==> src/rtl/piso_load_shift_ctrl_pkg.sv <==
// Shared types and elaboration helpers for the PISO load/shift sequencer.
// The FSM state encoding is fixed: IDLE=0, SHIFT=1, DONE=2.
package piso_load_shift_ctrl_pkg;

    typedef enum logic [1:0] {
        ST_IDLE  = 2'd0,
        ST_SHIFT = 2'd1,
        ST_DONE  = 2'd2
    } state_t;

    function automatic int clog2(input int value);
        int r;
        r = 0;
        while ((1 << r) < value) r++;
        return r;
    endfunction

    // The counter must be able to hold the value WIDTH, so size it for WIDTH+1 states.
    function automatic int cnt_width(input int width);
        return clog2(width + 1);
    endfunction

endpackage

==> src/rtl/piso_load_shift_ctrl_mux2.sv <==
// One bit of the shift register's next-value selector.
// Chooses between the parallel word bit and the neighbouring serial bit.
module mux2 (
    input  logic s,
    input  logic serial,
    input  logic parr,
    output logic out
);

    assign out = s ? parr : serial;

endmodule

==> src/rtl/piso_load_shift_ctrl.sv <==
// Parallel-in/serial-out sequencer: accepts a word on a valid/ready port,
// then shifts it out one bit per BAUD_DIV cycles and pulses done.
module piso_load_shift_ctrl
    import piso_load_shift_ctrl_pkg::*;
#(
    parameter int WIDTH     = 8,
    parameter int BAUD_DIV  = 1,
    parameter bit MSB_FIRST = 1'b1,
    parameter bit IDLE_LVL  = 1'b1,
    localparam int CNT_W    = cnt_width(WIDTH)
) (
    input  logic             clk,
    input  logic             rst_n,
    input  logic             load_valid,
    output logic             load_ready,
    input  logic [WIDTH-1:0] load_data,
    input  logic             ser_in,
    input  logic             abort,
    output logic             sel,
    output logic             ser_out,
    output logic             busy,
    output logic             done,
    output logic [CNT_W-1:0] bit_cnt,
    output state_t           fsm_state
);

    localparam int BC_W = (clog2(BAUD_DIV) < 1) ? 1 : clog2(BAUD_DIV);
    localparam logic [BC_W-1:0]  BAUD_LAST = BC_W'(BAUD_DIV - 1);
    localparam logic [CNT_W-1:0] LAST_BIT  = CNT_W'(WIDTH - 1);
    localparam logic [CNT_W-1:0] FULL_CNT  = CNT_W'(WIDTH);

    // Handshake: a word transfers on a rising edge where load_valid && load_ready.
    // load_ready is high only in IDLE with no abort; the producer holds data until then.
    state_t            state;
    logic [WIDTH-1:0]  sr;
    logic [WIDTH-1:0]  sr_next;
    logic [WIDTH-1:0]  serial_src;
    logic [BC_W-1:0]   baud_cnt;
    logic              tick;
    logic              accept;

    assign tick       = (state == ST_SHIFT) && (baud_cnt == BAUD_LAST);
    assign load_ready = (state == ST_IDLE) && !abort;
    assign accept     = load_valid && load_ready;
    assign sel        = (state == ST_IDLE);
    assign busy       = (state != ST_IDLE);
    assign done       = (state == ST_DONE);
    assign fsm_state  = state;
    assign ser_out    = (state == ST_SHIFT) ? (MSB_FIRST ? sr[WIDTH-1] : sr[0]) : IDLE_LVL;

    // Shift toward the output end; the fill bit enters at the opposite end.
    generate
        if (MSB_FIRST) begin : g_msb
            assign serial_src = {sr[WIDTH-2:0], ser_in};
        end else begin : g_lsb
            assign serial_src = {ser_in, sr[WIDTH-1:1]};
        end

        for (genvar i = 0; i < WIDTH; i++) begin : g_mux
            mux2 u_mux (
                .s      (sel),
                .serial (serial_src[i]),
                .parr   (load_data[i]),
                .out    (sr_next[i])
            );
        end
    endgenerate

    always_ff @(posedge clk or negedge rst_n) begin
        if (!rst_n) begin
            state    <= ST_IDLE;
            sr       <= '0;
            bit_cnt  <= '0;
            baud_cnt <= '0;
        end else begin
            case (state)
                ST_IDLE: begin
                    baud_cnt <= '0;
                    if (accept) begin
                        sr      <= sr_next;
                        bit_cnt <= '0;
                        state   <= ST_SHIFT;
                    end
                end
                ST_SHIFT: begin
                    if (abort) begin
                        state    <= ST_IDLE;
                        sr       <= '0;
                        bit_cnt  <= '0;
                        baud_cnt <= '0;
                    end else if (tick) begin
                        sr       <= sr_next;
                        baud_cnt <= '0;
                        if (bit_cnt != FULL_CNT) bit_cnt <= bit_cnt + 1'b1;
                        if (bit_cnt == LAST_BIT) state <= ST_DONE;
                    end else begin
                        baud_cnt <= baud_cnt + 1'b1;
                    end
                end
                ST_DONE: begin
                    baud_cnt <= '0;
                    state    <= ST_IDLE;
                end
                default: begin
                    state <= ST_IDLE;
                end
            endcase
        end
    end

endmodule

==> config.mk <==
export PLATFORM = sky130hd
export DESIGN_NAME = piso_load_shift_ctrl
export DESIGN_NICKNAME = d
export VERILOG_FILES = /design/src/rtl/piso_load_shift_ctrl_pkg.sv /design/src/rtl/piso_load_shift_ctrl_mux2.sv /design/src/rtl/piso_load_shift_ctrl.sv
export SDC_FILE = /design/constraint.sdc
export NUM_CORES = 1
export LEC_CHECK = 0
export ABC_AREA = 1
export BUFFER_PORTS_ARGS = -buffer_cell sky130_fd_sc_hd__buf_2
export CAP_MARGIN = 25
export CORE_MARGIN = 10
export CORE_UTILIZATION = 55
export DETAILED_ROUTE_END_ITERATION = 8
export HOLD_SLACK_MARGIN = 0.05
export PLACE_DENSITY_LB_ADDON = 0.12
export SKIP_CTS_REPAIR_TIMING = 1
export SYNTH_ARGS = -nofsm -noshare
export SYNTH_HDL_FRONTEND = slang
export SYNTH_SLANG_ARGS = --single-unit
==> constraint.sdc <==
create_clock -name clk -period 2.5 [get_ports clk]
set_input_delay 0.625 -clock clk [delete_from_list [all_inputs] [get_ports clk]]
set_output_delay 0.625 -clock clk [all_outputs]
set_load 0.03 [all_outputs]
==> Yosys cells after proc, flatten, opt, wreduce, memory -nomap -nowiden <==
Cells that the tools add are included.
{ "totals": {"in_bits": 13, "register_bits": 15, "out_inout_bits": 11} }
{ "op_classes": {"n_mux": 26, "reduce_logical": 12, "n_eq_ne": 8, "n_addsub": 2, "bitwise_logic": 1} }
{ "ops": {"columns": ["operator", "n"], "rows": [
  ["$mux 8", 3],
  ["$mux 4", 4],
  ["$pmux 8 s2", 1],
  ["$mux 1", 11],
  ["$mux 2", 4],
  ["$pmux 4 s2", 1],
  ["$ne 3x2->1 const B", 2],
  ["$reduce_and 3->1", 2],
  ["$reduce_bool 2->1", 3],
  ["$add 4x1->4 const B", 1],
  ["$eq 4x3->1 const B", 1],
  ["$ne 4x4->1 const B", 1],
  ["$pmux 2 s2", 1],
  ["$reduce_and 4->1", 1],
  ["$logic_and 1x1->1", 3],
  ["$ne 3x3->1 const B", 1],
  ["$eq 2x1->1 const B", 1],
  ["$eq 2x2->1 const B", 1],
  ["$logic_not 2->1", 1],
  ["$ne 2x2->1 const B", 1],
  ["$pmux 1 s2", 1],
  ["$reduce_or 2->1", 1],
  ["$add 1x1->1 const B", 1],
  ["$logic_not 1->1", 1],
  ["$not 1->1", 1]
]} }

==> Logic depth before layout (Yosys ltp) <==
{ "logic_depth": {"ltp_word": 5, "depth_mapped": 8, "depth_no_buf": 8} }

==> Modules after synthesis <==
From an unflattened synthesis, not the netlist that was laid out.
{ "hier_totals": {"hier_cells": 127, "area_unflattened_um2": 919.6} }
{ "by_module_without_submodules": {"columns": ["module", "n_inst", "area_each_um2", "seq_area_each_um2", "cells_each"], "rows": [
  ["piso_load_shift_ctrl", 1, 799.5, 375.4, 95],
  ["mux2", 8, 15.0, 0.0, 4]
]} }

==> Worst setup path before layout <==
No wires, ideal clock.
{ "synth_timing": {"path_type": "register to output", "startpoint": "register state[0], in the netlist fsm_state[0]", "endpoint": "output load_ready", "t_arrival_ps": 1620, "stages_incl_launch_ff": 4, "n_path_buf": 0, "path_slack_ps": 255, "required_ps": 1875, "path_cell_list": "dfrtp_1 > nor2_2 > clkinv_1 > nor2_1"} }
{ "synth_via": {"elab_chain_cells": 2} }
{ "synth_rtl": {"columns": ["item", "line_no", "source"], "rows": [
  ["from (decl)", "piso_load_shift_ctrl.sv:34", "state_t state;"],
  ["from (signal assigned)", "piso_load_shift_ctrl.sv:71", "state <= ST_IDLE;"],
  ["from (signal assigned)", "piso_load_shift_ctrl.sv:82", "state <= ST_SHIFT;"],
  ["from (signal assigned)", "piso_load_shift_ctrl.sv:87", "state <= ST_IDLE;"],
  ["$logic_not 2->1", "piso_load_shift_ctrl.sv:43", "assign load_ready = (state == ST_IDLE) && !abort;"],
  ["$logic_and 1x1->1", "piso_load_shift_ctrl.sv:43", null],
  ["to (decl)", "piso_load_shift_ctrl.sv:15", "output logic load_ready,"]
]} }
Every way passes these cells.

==> Worst setup path in the final report <==
Same ends and word-level chain as after synthesis.

==> flow_metrics.py <==
metrics = {
    "logic_synthesis": {
        "synth_area_per_cell_um2": 7.79,
        "yosys.area.top_type_share_pct": 40.5,
        "synthFlopType": "dfrtp_1",
        "synth_nets": 134,
        "ys_ff_latch": 15,
        "ys_warn_count": 0,
        "synth_edf_count": 0,
        "synth.most_common_cell": "nand2_1",
        "async_reset_ff_share_pct": 100,
        "yosys-top-cells-count": "49 x nand2_1, 15 x dfrtp_1, 9 x inv_1, 9 x nand3_1, 9 x nor2_1",
        "synth_largest_area_cell": "dfrtp_1",
        "yosys-top-cells-area": "dfrtp_1 40%, nand2_1 20%, o21ai_2 7.6%",
        "yosysSeqAreaShare_pct": 40.5,
        "syn-instance-count": 119,
        "synth_cell_types": 21,
        "synth_area_um2": 927,
    },
    "global_route": {
        "grt_overflow": 0,
        "grtUsageTotal_pct": 12.4,
        "grt_max_degree": 17,
        "grt_pass1_wl_um": 3570,
        "antenna_found_initial": 0,
        "grt_pass1_vias": 847,
    },
    "min_path": {
        "hp-class": "in2async",
    },
    "detailed_routing": {
        "detail-route-antenna-nets": 0,
        "drtIter0Drc": 25,
        "wl_per_cell_um": 12.8,
        "viasPerCell": 4.99,
        "vias": 803,
        "totalWireLength_um": 2060,
        "first_pass_iters": 4,
        "drcViolationCount": 0,
    },
    "die": {
        "core_area_mm2": 0.00154,
        "dieArea_mm2": 0.00373,
        "initial_core_util_pct": 60.1,
        "fp.dieH_um": 61.1,
        "num_rows": 14,
        "die_w_um": 61.1,
        "pin_count": 24,
    },
    "sta": {
        "fin_setup_tns_ns": 0,
        "finalSetupViolCount": 0,
        "setup_ws_ns": 0.411,
        "skew_ns": 0.00845,
        "post-route-period-util_pct": 83.6,
        "hold_viol": 0,
        "timing.final.crit_period_ns": 2.09,
        "max_freq_mhz": 479,
        "drv_slew": 0,
        "grt_setup_unrepaired": "false",
        "tightest_slew_ns": 0.342,
        "max_slew_margin_pct": 77.2,
    },
    "power_and_ir_drop": {
        "p_sw_share_pct": 36.2,
        "p_leak_nw": 0.596,
        "p_per_area_mw_per_mm2": 603,
        "ir_drop_v": 0.000346,
        "netSwitchingPower_mw": 0.234,
        "clockPowerShare_pct": 21.6,
        "power_frac_comb_pct": 30.5,
        "p_seq_share_pct": 47.8,
        "p_int_mw": 0.412,
    },
    "status": {
        "status": "completed",
    },
    "finish": {
        "stdcell_area_mm2": 0.00107,
        "fin_cells": 161,
        "final_layout_size_suffix_gt1_share_pct": 31.7,
        "area_growth_pct": 15.5,
        "diodes": 0,
        "nNetsFinal": 161,
    },
    "cts": {
        "h-tree-depth": 1,
        "cts_buffers": 3,
        "cts_root_buffer": "clkbuf_4",
        "cts_tree": "built",
        "cts_buffer_depth": 2,
        "clkTransAtPathRegs_ns": 0.09,
        "clk-insertion-delay-late_ns": 0.28,
        "cts.sink_count": 15,
    },
    "worst_setup_path": {
        "crit_fanout": 9,
        "cp-start-kind": "flop",
        "path_class": "reg2out",
        "crit_start": "fsm_state[0]$_DFFE_PN0P_",
        "cp.required_ns": 1.88,
        "rr_worst_depth": 7,
        "worstSetupEndpointType": "primary output",
        "arrival_ns": 1.46,
        "reg2reg_from": "fsm_state[0]$_DFFE_PN0P_",
    },
    "place": {
        "dp_cells": 157,
        "dpl_cell_area_mm2": 0.00104,
        "io_buffers": 23,
        "dpl.hpwl_um": 1600,
        "pre_cts_slack_ns": 0.730,
        "gp_congestion": 0.763,
    },
    "flow_run": {
        "max-cap-violations": 0,
    },
}
state kept, by name, summed over array words and instances (netlist names):
signal and flops:
sr 8, fsm_state 2, bit_cnt 4, baud_cnt 1
logic make-up (layout without fill, tap and decap cells):
kind of cell | count (synthesis) | in the layout | synth area share, %
DFF | 15 | 15 | 40.5
adders and majority gates | 2 | 2 | 2.70
AOI/OAI and AO/OA | 10 | 10 | 9.18
and+or+nand+nor | 79 | 79 | 39.9
xor gates and xnor gates | 1 | 1 | 0.945
buffers and inverters | 12 | 38 | 6.75
critical path: stages (launching register included):
cell      delay (ns)
dfrtp_1         0.46
nor2_2          0.15
clkinv_1        0.23
nor2_1          0.14
buf_2           0.21
stage by stage:
stage | utilization, % | power (mW) | hold slack (ns)
floorplan | - | 0.465 | 0.329
global placement | 67.8 | 0.505 | 0.466
detailed placement | 67.8 | 0.512 | 0.474
CTS | 69.5 | 0.650 | 0.241
global route | 69.5 | 0.690 | 0.237
finish | 69.5 | 0.646 | 0.228
worst paths after layout:
check	end	slack, ns
max in group asynchronous	bit_cnt[2]$_DFFE_PN0P_	2.01
min	sr[6]$_DFFE_PN0P_	0.23
max	load_ready	0.41
min reg2reg	sr[2]$_DFFE_PN0P_	0.49
max reg2reg	bit_cnt[2]$_DFFE_PN0P_	1.04
min in group clk	sr[2]$_DFFE_PN0P_	0.49
placed cells by master, fill, tap and decap left out, drive strengths merged:
cell type	count
buf	24
inv	9
clkinv	1
o21ai	8
nand2	56
xnor2	1
ha	2
or2	1
nand4	1
clkbuf	4
a21o	1
nand3	10
dfrtp	15
o211ai	1
nor2	11
area by class of cell:
cell class	instances	area [µm²]
Clock buffer	4	26.3
Tap cell	16	20.0
Timing Repair Buffer	24	123
Sequential cell	15	375
Inverter	10	37.5
Fill cell	143	470
Multi-Input combinational cell	92	489
metal layers:
layer / up-vias / track usage, % / share of wire, %
met1: 343 / 17.6 / 50
met3: 4 / 3.29 / 6.7
met2: 31 / 16.9 / 42
met4: 0 / 5.64 / 1.3
met5: - / 0 / 0
li1: 425 / - / -
power by group through the flow:
stage | Sequential (mW) | Combinational (mW) | Clock, mW
global placement | 0.312 | 0.193 | 0
floorplan | 0.316 | 0.149 | 0
global route | 0.315 | 0.223 | 0.153
CTS | 0.309 | 0.199 | 0.142
finish | 0.309 | 0.197 | 0.140
detailed placement | 0.314 | 0.198 | 0
(Power assumes the default switching activity.)
